## config.mk

```make
export PLATFORM = sky130hd
export DESIGN_NAME = bus_arbiter
export DESIGN_NICKNAME = d
export VERILOG_FILES = /design/src/rtl/bus_arb_pkg.sv /design/src/rtl/bus_arb_rr_picker.sv /design/src/rtl/bus_arbiter.sv
export SDC_FILE = /design/constraint.sdc
export NUM_CORES = 1
export LEC_CHECK = 0
export BUFFER_PORTS_ARGS = -buffer_cell sky130_fd_sc_hd__buf_2
export CAP_MARGIN = 20
export CORE_AREA = 3 3 141 143
export CTS_BUF_LIST = sky130_fd_sc_hd__clkbuf_8 sky130_fd_sc_hd__clkbuf_16
export DETAILED_ROUTE_END_ITERATION = 8
export DIE_AREA = 0 0 144 146
export GPL_TIMING_DRIVEN = 0
export PLACE_DENSITY = 0.69
export SETUP_SLACK_MARGIN = 0.5
export SLEW_MARGIN = 20
export SYNTH_ARGS = -nofsm -noshare
export SYNTH_HDL_FRONTEND = slang
export SYNTH_SLANG_ARGS = --single-unit
```

## constraint.sdc

```tcl
create_clock -name clk -period 5.8 [get_ports clk]
set_input_delay 1.16 -clock clk [delete_from_list [all_inputs] [get_ports clk]]
set_output_delay 1.16 -clock clk [all_outputs]
set_load 0.05 [all_outputs]
```

## src/rtl/bus_arb_pkg.sv

```systemverilog
// Shared types for the three-way memory bus arbiter.
// The width macros default here when the build does not supply them.
`ifndef ADDR_WIDTH
`define ADDR_WIDTH 32
`endif
`ifndef BUS_DATA_WIDTH
`define BUS_DATA_WIDTH 64
`endif
`ifndef REG_DATA_WIDTH
`define REG_DATA_WIDTH 32
`endif
`ifndef SIZE_WIDTH
`define SIZE_WIDTH 2
`endif

package bus_arb_pkg;

  typedef enum logic [1:0] {
    IDLE = 2'd0,
    BUSY = 2'd1,
    DONE = 2'd2
  } arb_state_t;

  typedef enum logic [1:0] {
    SRC_STWR  = 2'd0,
    SRC_STRD  = 2'd1,
    SRC_FETCH = 2'd2
  } arb_src_t;

  localparam int unsigned ARB_SRC_NUM = 3;

  function automatic arb_src_t onehot_to_src(input logic [ARB_SRC_NUM-1:0] oh);
    arb_src_t src;
    if (oh[0]) begin
      src = SRC_STWR;
    end else if (oh[1]) begin
      src = SRC_STRD;
    end else begin
      src = SRC_FETCH;
    end
    return src;
  endfunction

endpackage

```

## src/rtl/bus_arb_rr_picker.sv

```systemverilog
// Combinational 3-way round-robin pick: search starts one past the last grant.
// Produces a one-hot grant and a valid flag.
module bus_rr_picker
  import bus_arb_pkg::*;
(
  input  logic [ARB_SRC_NUM-1:0] req_i,
  input  arb_src_t               last_grant_i,
  output logic [ARB_SRC_NUM-1:0] gnt_o,
  output logic                   valid_o
);

  always_comb begin
    gnt_o = '0;
    case (last_grant_i)
      SRC_STWR: begin
        if (req_i[1])      gnt_o = 3'b010;
        else if (req_i[2]) gnt_o = 3'b100;
        else if (req_i[0]) gnt_o = 3'b001;
      end
      SRC_STRD: begin
        if (req_i[2])      gnt_o = 3'b100;
        else if (req_i[0]) gnt_o = 3'b001;
        else if (req_i[1]) gnt_o = 3'b010;
      end
      default: begin
        if (req_i[0])      gnt_o = 3'b001;
        else if (req_i[1]) gnt_o = 3'b010;
        else if (req_i[2]) gnt_o = 3'b100;
      end
    endcase
  end

  assign valid_o = |req_i;

endmodule

```

## src/rtl/bus_arbiter.sv

```systemverilog
// Round-robin arbiter sharing one memory bus between store write, store read and fetch.
// Define BUS_ARB_TIMEOUT_EN to add a BUSY watchdog that completes with arb_bus_err.
module bus_arbiter
  import bus_arb_pkg::*;
#(
  parameter int unsigned FETCH_SIZE     = 3,
  parameter int unsigned TIMEOUT_CYCLES = 256
) (
  input  logic                       clk,
  input  logic                       rst,
  input  logic [`ADDR_WIDTH-1:0]     fetch_arb_addr,
  input  logic                       fetch_arb_read_req,
  output logic [`BUS_DATA_WIDTH-1:0] arb_fetch_data,
  output logic                       arb_fetch_read_ack,
  input  logic [`ADDR_WIDTH-1:0]     stbuf_arb_read_addr,
  input  logic [`SIZE_WIDTH-1:0]     stbuf_arb_read_size,
  input  logic                       stbuf_arb_read_req,
  output logic [`REG_DATA_WIDTH-1:0] arb_stbuf_data,
  output logic                       arb_stbuf_read_ack,
  input  logic [`ADDR_WIDTH-1:0]     stbuf_arb_write_addr,
  input  logic [`SIZE_WIDTH-1:0]     stbuf_arb_write_size,
  input  logic [`REG_DATA_WIDTH-1:0] stbuf_arb_data,
  input  logic                       stbuf_arb_write_req,
  output logic                       arb_stbuf_write_ack,
  output logic [`ADDR_WIDTH-1:0]     arb_mem_addr,
  output logic [`SIZE_WIDTH-1:0]     arb_mem_size,
  output logic [`REG_DATA_WIDTH-1:0] arb_mem_data,
  output logic                       arb_mem_rd,
  output logic                       arb_mem_wr,
  input  logic                       mem_arb_ack,
  input  logic [`BUS_DATA_WIDTH-1:0] mem_arb_rdata,
  output logic                       arb_bus_err
);

  arb_state_t                 state_q, state_d;
  arb_src_t                   last_grant_q, last_grant_d;
  arb_src_t                   grant_q, grant_d;
  logic [`ADDR_WIDTH-1:0]     addr_q, addr_d;
  logic [`SIZE_WIDTH-1:0]     size_q, size_d;
  logic [`REG_DATA_WIDTH-1:0] wdata_q, wdata_d;
  logic [`BUS_DATA_WIDTH-1:0] fetch_data_q, fetch_data_d;
  logic [`REG_DATA_WIDTH-1:0] stbuf_data_q, stbuf_data_d;

  logic [ARB_SRC_NUM-1:0] req_vec, pick_gnt;
  logic                   pick_valid;

  assign req_vec = {fetch_arb_read_req, stbuf_arb_read_req, stbuf_arb_write_req};

  bus_rr_picker u_picker (
    .req_i       (req_vec),
    .last_grant_i(last_grant_q),
    .gnt_o       (pick_gnt),
    .valid_o     (pick_valid)
  );

`ifdef BUS_ARB_TIMEOUT_EN
  localparam int unsigned CntW = (TIMEOUT_CYCLES > 1) ? $clog2(TIMEOUT_CYCLES) : 1;
  logic [CntW-1:0] cnt_q, cnt_d;
  logic            err_q, err_d;
`endif

  always_comb begin
    state_d      = state_q;
    last_grant_d = last_grant_q;
    grant_d      = grant_q;
    addr_d       = addr_q;
    size_d       = size_q;
    wdata_d      = wdata_q;
    fetch_data_d = fetch_data_q;
    stbuf_data_d = stbuf_data_q;
`ifdef BUS_ARB_TIMEOUT_EN
    cnt_d        = cnt_q;
    err_d        = err_q;
`endif
    case (state_q)
      IDLE: begin
        if (pick_valid) begin
          grant_d      = onehot_to_src(pick_gnt);
          last_grant_d = grant_d;
          state_d      = BUSY;
`ifdef BUS_ARB_TIMEOUT_EN
          cnt_d        = '0;
          err_d        = 1'b0;
`endif
          case (grant_d)
            SRC_STWR: begin
              addr_d  = stbuf_arb_write_addr;
              size_d  = stbuf_arb_write_size;
              wdata_d = stbuf_arb_data;
            end
            SRC_STRD: begin
              addr_d  = stbuf_arb_read_addr;
              size_d  = stbuf_arb_read_size;
              wdata_d = '0;
            end
            default: begin
              addr_d  = fetch_arb_addr;
              size_d  = `SIZE_WIDTH'(FETCH_SIZE);
              wdata_d = '0;
            end
          endcase
        end
      end
      BUSY: begin
        if (mem_arb_ack) begin
          state_d = DONE;
          if (grant_q == SRC_STRD)  stbuf_data_d = mem_arb_rdata[`REG_DATA_WIDTH-1:0];
          if (grant_q == SRC_FETCH) fetch_data_d = mem_arb_rdata;
`ifdef BUS_ARB_TIMEOUT_EN
        end else if (cnt_q == CntW'(TIMEOUT_CYCLES - 1)) begin
          // Abandon the stalled transaction; reads return zero.
          state_d = DONE;
          err_d   = 1'b1;
          if (grant_q == SRC_STRD)  stbuf_data_d = '0;
          if (grant_q == SRC_FETCH) fetch_data_d = '0;
        end else begin
          cnt_d = cnt_q + 1'b1;
`endif
        end
      end
      DONE:    state_d = IDLE;
      default: state_d = IDLE;
    endcase
  end

  always_ff @(posedge clk or posedge rst) begin
    if (rst) begin
      state_q      <= IDLE;
      last_grant_q <= SRC_FETCH;
      grant_q      <= SRC_FETCH;
      addr_q       <= '0;
      size_q       <= '0;
      wdata_q      <= '0;
      fetch_data_q <= '0;
      stbuf_data_q <= '0;
    end else begin
      state_q      <= state_d;
      last_grant_q <= last_grant_d;
      grant_q      <= grant_d;
      addr_q       <= addr_d;
      size_q       <= size_d;
      wdata_q      <= wdata_d;
      fetch_data_q <= fetch_data_d;
      stbuf_data_q <= stbuf_data_d;
    end
  end

`ifdef BUS_ARB_TIMEOUT_EN
  always_ff @(posedge clk or posedge rst) begin
    if (rst) begin
      cnt_q <= '0;
      err_q <= 1'b0;
    end else begin
      cnt_q <= cnt_d;
      err_q <= err_d;
    end
  end

  assign arb_bus_err = (state_q == DONE) && err_q;
`else
  assign arb_bus_err = 1'b0;
`endif

  // Strobes decode from the state register so reset drops them asynchronously.
  assign arb_mem_rd          = (state_q == BUSY) && (grant_q != SRC_STWR);
  assign arb_mem_wr          = (state_q == BUSY) && (grant_q == SRC_STWR);
  assign arb_stbuf_write_ack = (state_q == DONE) && (grant_q == SRC_STWR);
  assign arb_stbuf_read_ack  = (state_q == DONE) && (grant_q == SRC_STRD);
  assign arb_fetch_read_ack  = (state_q == DONE) && (grant_q == SRC_FETCH);

  assign arb_mem_addr   = addr_q;
  assign arb_mem_size   = size_q;
  assign arb_mem_data   = wdata_q;
  assign arb_fetch_data = fetch_data_q;
  assign arb_stbuf_data = stbuf_data_q;

endmodule

```

# Yosys cells after proc, flatten, opt, wreduce, memory -nomap -nowiden
# Cells that the tools add are included.
# word_totals
inputBits	202
reg_bits	166
elab_cells	47
# op_classes
eq_ne	7
mux	19
n_reduce_logical	14
# op_table
operator	n
case mux 32 bit (2 select lines)	1
two-way mux 32 bit	1
two-way mux 2 bit	12
case mux 2 bit (2 select lines)	3
== test 2 x 1 -> 1 bit, second input constant	3
logical NOT 2 bit	3
AND reduction 3 bit	2
logical AND 1 bit	5
== test 2 bit, second input constant	2
!= test 2 bit, second input constant	2
AND reduction 2 bit	2
OR reduction 3 bit	1
two-way mux 1 bit	2
nonzero test 2 bit	1

# Depth between registers and ports, before layout
# depth
word_depth	10
ltp_mapped	6

# Cells and area by module
# Synthesis repeated with hierarchy kept, for this count alone.
# unflattened
hier_cells	561
hier_area_um2	7115.6
# modules_own_cells
module	cells_per_inst	area_each_um2	n_inst
bus_arbiter	553	7058.0	1
bus_rr_picker	8	57.6	1

# Worst setup path before layout
# OpenSTA, ideal clock, no wires.
# synth_path
path_kind	register to output
startpoint	register state_q[0]
endpoint	output port arb_stbuf_write_ack
n_path_buf	0
path_stages_with_launch	3
arrival_time_ns	1.621
setup_slack_ns	3.019
cell_sequence	dfrtp_1 -> nand2b_1 -> nor3_1
# synth_via
elab_chain_len	2
# synth_lines
element	line_no	source
start: declaration	bus_arbiter.sv:35	arb_state_t state_q, state_d;
start signal: assignment	bus_arbiter.sv:137	state_q <= state_d;
== test 2 bit	bus_arbiter.sv:167	assign arb_stbuf_write_ack = (state_q == DONE) && (grant_q == SRC_STWR);
logical AND 1 bit	bus_arbiter.sv:167	
end: declaration	bus_arbiter.sv:24	output logic arb_stbuf_write_ack,
# No other way between the ends.

# Worst setup path after layout
# layout_path
startpoint	register grant_q[1]
endpoint	output port arb_fetch_read_ack
# layout_via
elab_chain_len	2
# layout_lines
element	line_no	source
start: declaration	bus_arbiter.sv:37	arb_src_t grant_q, grant_d;
start signal: assignment	bus_arbiter.sv:139	grant_q <= grant_d;
== test 2 bit	bus_arbiter.sv:169	assign arb_fetch_read_ack = (state_q == DONE) && (grant_q == SRC_FETCH);
logical AND 1 bit	bus_arbiter.sv:169	
end: declaration	bus_arbiter.sv:14	output logic arb_fetch_read_ack,
# No other way between the ends.

==> flow_summary.ini <==
[clock_network]
clkLatencyLatePin_ns = 0.42
post_cts_resized = 0
htree_levels = 4
post-cts-setup-buffers = 0
clkTransAtPathRegs_ns = 0.07
clock_sinks = 166
clk_root_buffer_cell = clkbuf_16
cts_buffers = 17
hold_buffers = 0
cts_tree = built
cts_buffer_depth = 2

[floorplan]
die_h_um = 146
fp-row-count = 50
die_w_um = 144
initial_core_util_pct = 35.45
num_io_pins = 370
die_area_um2 = 21020
core_um2 = 18710

[logic_synthesis]
yosys.area.top_type_share_pct = 62.26
synth_edf_count = 0
synth_fp_nets = 702
synth_top_area_cell = dfrtp_1
netlist_area_um2 = 6631
ys_ff_latch = 166
postSynthAreaPerCell_um2 = 13.26
ys_top_cells_by_count = 165 x dfrtp_1, 91 x mux2_2, 64 x a21oi_1
synth.most_common_cell = dfrtp_1
synth-async-reset-ratio_pct = 100.0
ys_top_cells_by_area = dfrtp_1 62%, mux2_2 15%, a21oi_1 4.8%
synth.distinct_cells = 28
synth_flop_cell = dfrtp_1
yosys_warnings = 0
yosysSeqAreaShare_pct = 62.66
syn_inst = 500

[critical_path]
startpoint_type = register
crit_fanout = 8
r2r_cells = 4
reg2reg_from = state_q[1]
path_depth = 3
crit_path_end_kind = primary output
worst_path_max_delay_cell = dfstp_2
critical_path.top_delay_family = flip-flops
cpPeakStageDelay_ns = 0.60
path_class = register to primary output
path_buf_inv = 1
critical_path_arrival_ns = 1.51
required_ns = 4.64
crit_chain = nand2b_1, nor2_1, buf_2
r2r_slack_ns = 3.82
rr_endpoint = arb_fetch_data[36]

[run_status]
status = finished clean

[timing]
fin_skew_ns = 0.01425
fmax_mhz = 374.3
period_share_pct = 46.07
finalMaxSlewViolations = 0
holdWs_ns = 0.4798
setup-tns-final_ns = 0
setup_violations = 0
rsz0062_at_grt = false
fin_crit_ns = 2.672
maxSlewHeadroom_pct = 59.35
hold_viol = 0
tightest_slew_ns = 0.6065

[pwr]
fin_total_pwr_mw = 6.999
power.density_nw_per_um2 = 740.7
power_leakage_nw = 4.852
peakVddDrop_v = 0.0003592

[grt]
grt_start_max_net_pins = 35
overflow = 0
grt_pass1_wl_um = 30030
grt_pass1_vias = 5641
antenna_found_initial = 2
track_usage_pct = 18.39

[final_layout]
fillers = 1714
areaGrowthSynthToFinish_pct = 42.49
final_nets = 1094
post-route-cell-area_um2 = 9449
drive_above_1_share_pct = 58.67
n_antenna_cell = 0

[placed_design]
io_buffers = 368
gp_congestion = 0.7833
dp_hpwl_um = 15590
place_area_um2 = 8877

[min_path]
hp-class = register to register
min_to = arb_mem_size[1]
hold_start = arb_mem_size[1]
holdPathStages = 1

[route]
drcViolationCount = 0
drt-initial-drc-count = 138
ant_nets = 0
post_drt_wl_per_cell_um = 17.31
via_per_inst = 4.853
drt-pass1-iter-count = 4
routed_wl_um = 19720
vias = 5527

[run]
cap_violations = 0
-- worst register-to-register path: stages (launching register included) --
cell and delay, ns:
dfrtp_1 0.43, nand3b_1 0.25, nor2_2 0.51, buf_4 0.32, mux2_2 0.37
-- metal layers --
metal | vias to the layer above | wire length, um | share of wire [%] | track usage, %
li1 | 2593 | - | - | -
met1 | 2655 | 7410 | 38 | 20.67
met2 | 243 | 10310 | 52 | 33.10
met3 | 32 | 1573 | 8.0 | 5.192
met4 | 4 | 397 | 2.0 | 6.073
met5 | - | 27 | 0.14 | 0
-- registers in the layout (all words and copies together), names as in the netlist --
register / count
arb_fetch_data: 64
arb_mem_addr: 32
arb_mem_data: 32
arb_stbuf_data: 32
arb_mem_size: 2
grant_q: 2
state_q: 2
-- how the worst max path moves through the flow --
| stage | end | from | slack, ns |
|---|---|---|---|
| floorplan | arb_fetch_data[0] | rst | 2.53 |
| global placement | arb_fetch_data[55] | rst | 1.47 |
| detailed placement | arb_stbuf_data[19] | mem_arb_ack | 3.02 |
| CTS | arb_fetch_read_ack | grant_q[1] | 3.08 |
| global route | arb_fetch_read_ack | grant_q[1] | 3.03 |
| finish | arb_fetch_read_ack | grant_q[1] | 3.13 |
-- area by class of cell --
type	instances	area [um^2]	share of cell area (%)
tap	234	292.8	3.099
multi-input combinational	293	2260	23.91
buffer	35	193.9	2.052
clock buffer	18	439.2	4.648
sequential	166	4155	43.98
timing repair buffer	373	1949	20.63
clock inverter	14	132.6	1.404
inverter	6	26.28	0.2781
-- through the flow --
step / util, % / instances / setup slack [ns]
after detailed placement: 47.46 / 1107 / 3.017
after global placement: 46.88 / 1102 / 1.472
after CTS: 50.52 / 1139 / 3.085
final: 50.52 / 1139 / 3.128
after global routing: 50.52 / 1139 / 3.026
after floorplan: - / 500 / 2.528
-- cell families after synthesis --
family	Yosys count	share of synthesized area [%]
buffers and inverters	41	3.264
and+or+nand+nor	60	4.019
muxes	96	16.30
AOI/OAI and AO/OA	136	13.70
DFF	166	62.66
other	1	0.05655
-- cells in the final DEF, fill, tap and decap left out, drive strengths merged, types with 2 or more instances in the layout --
cell type,n
nor2b,2
inv,14
a22oi,32
dfrtp,165
nor3,4
a21oi,64
clkbuf,23
nor2,38
a22o,33
o21ai,2
mux2,96
a221oi,2
nand2b,6
a21o,2
nand2,7
buf,403
clkinvlp,5
-- where the power goes --
part | internal, mW | switching, mW | leakage [nW]
Sequential | 1.73 | 0.287 | 2.02
Clock | 0.580 | 0.507 | 0.273
Combinational | 1.01 | 2.88 | 2.56
No activity file was read; power rests on OpenSTA's default activity.
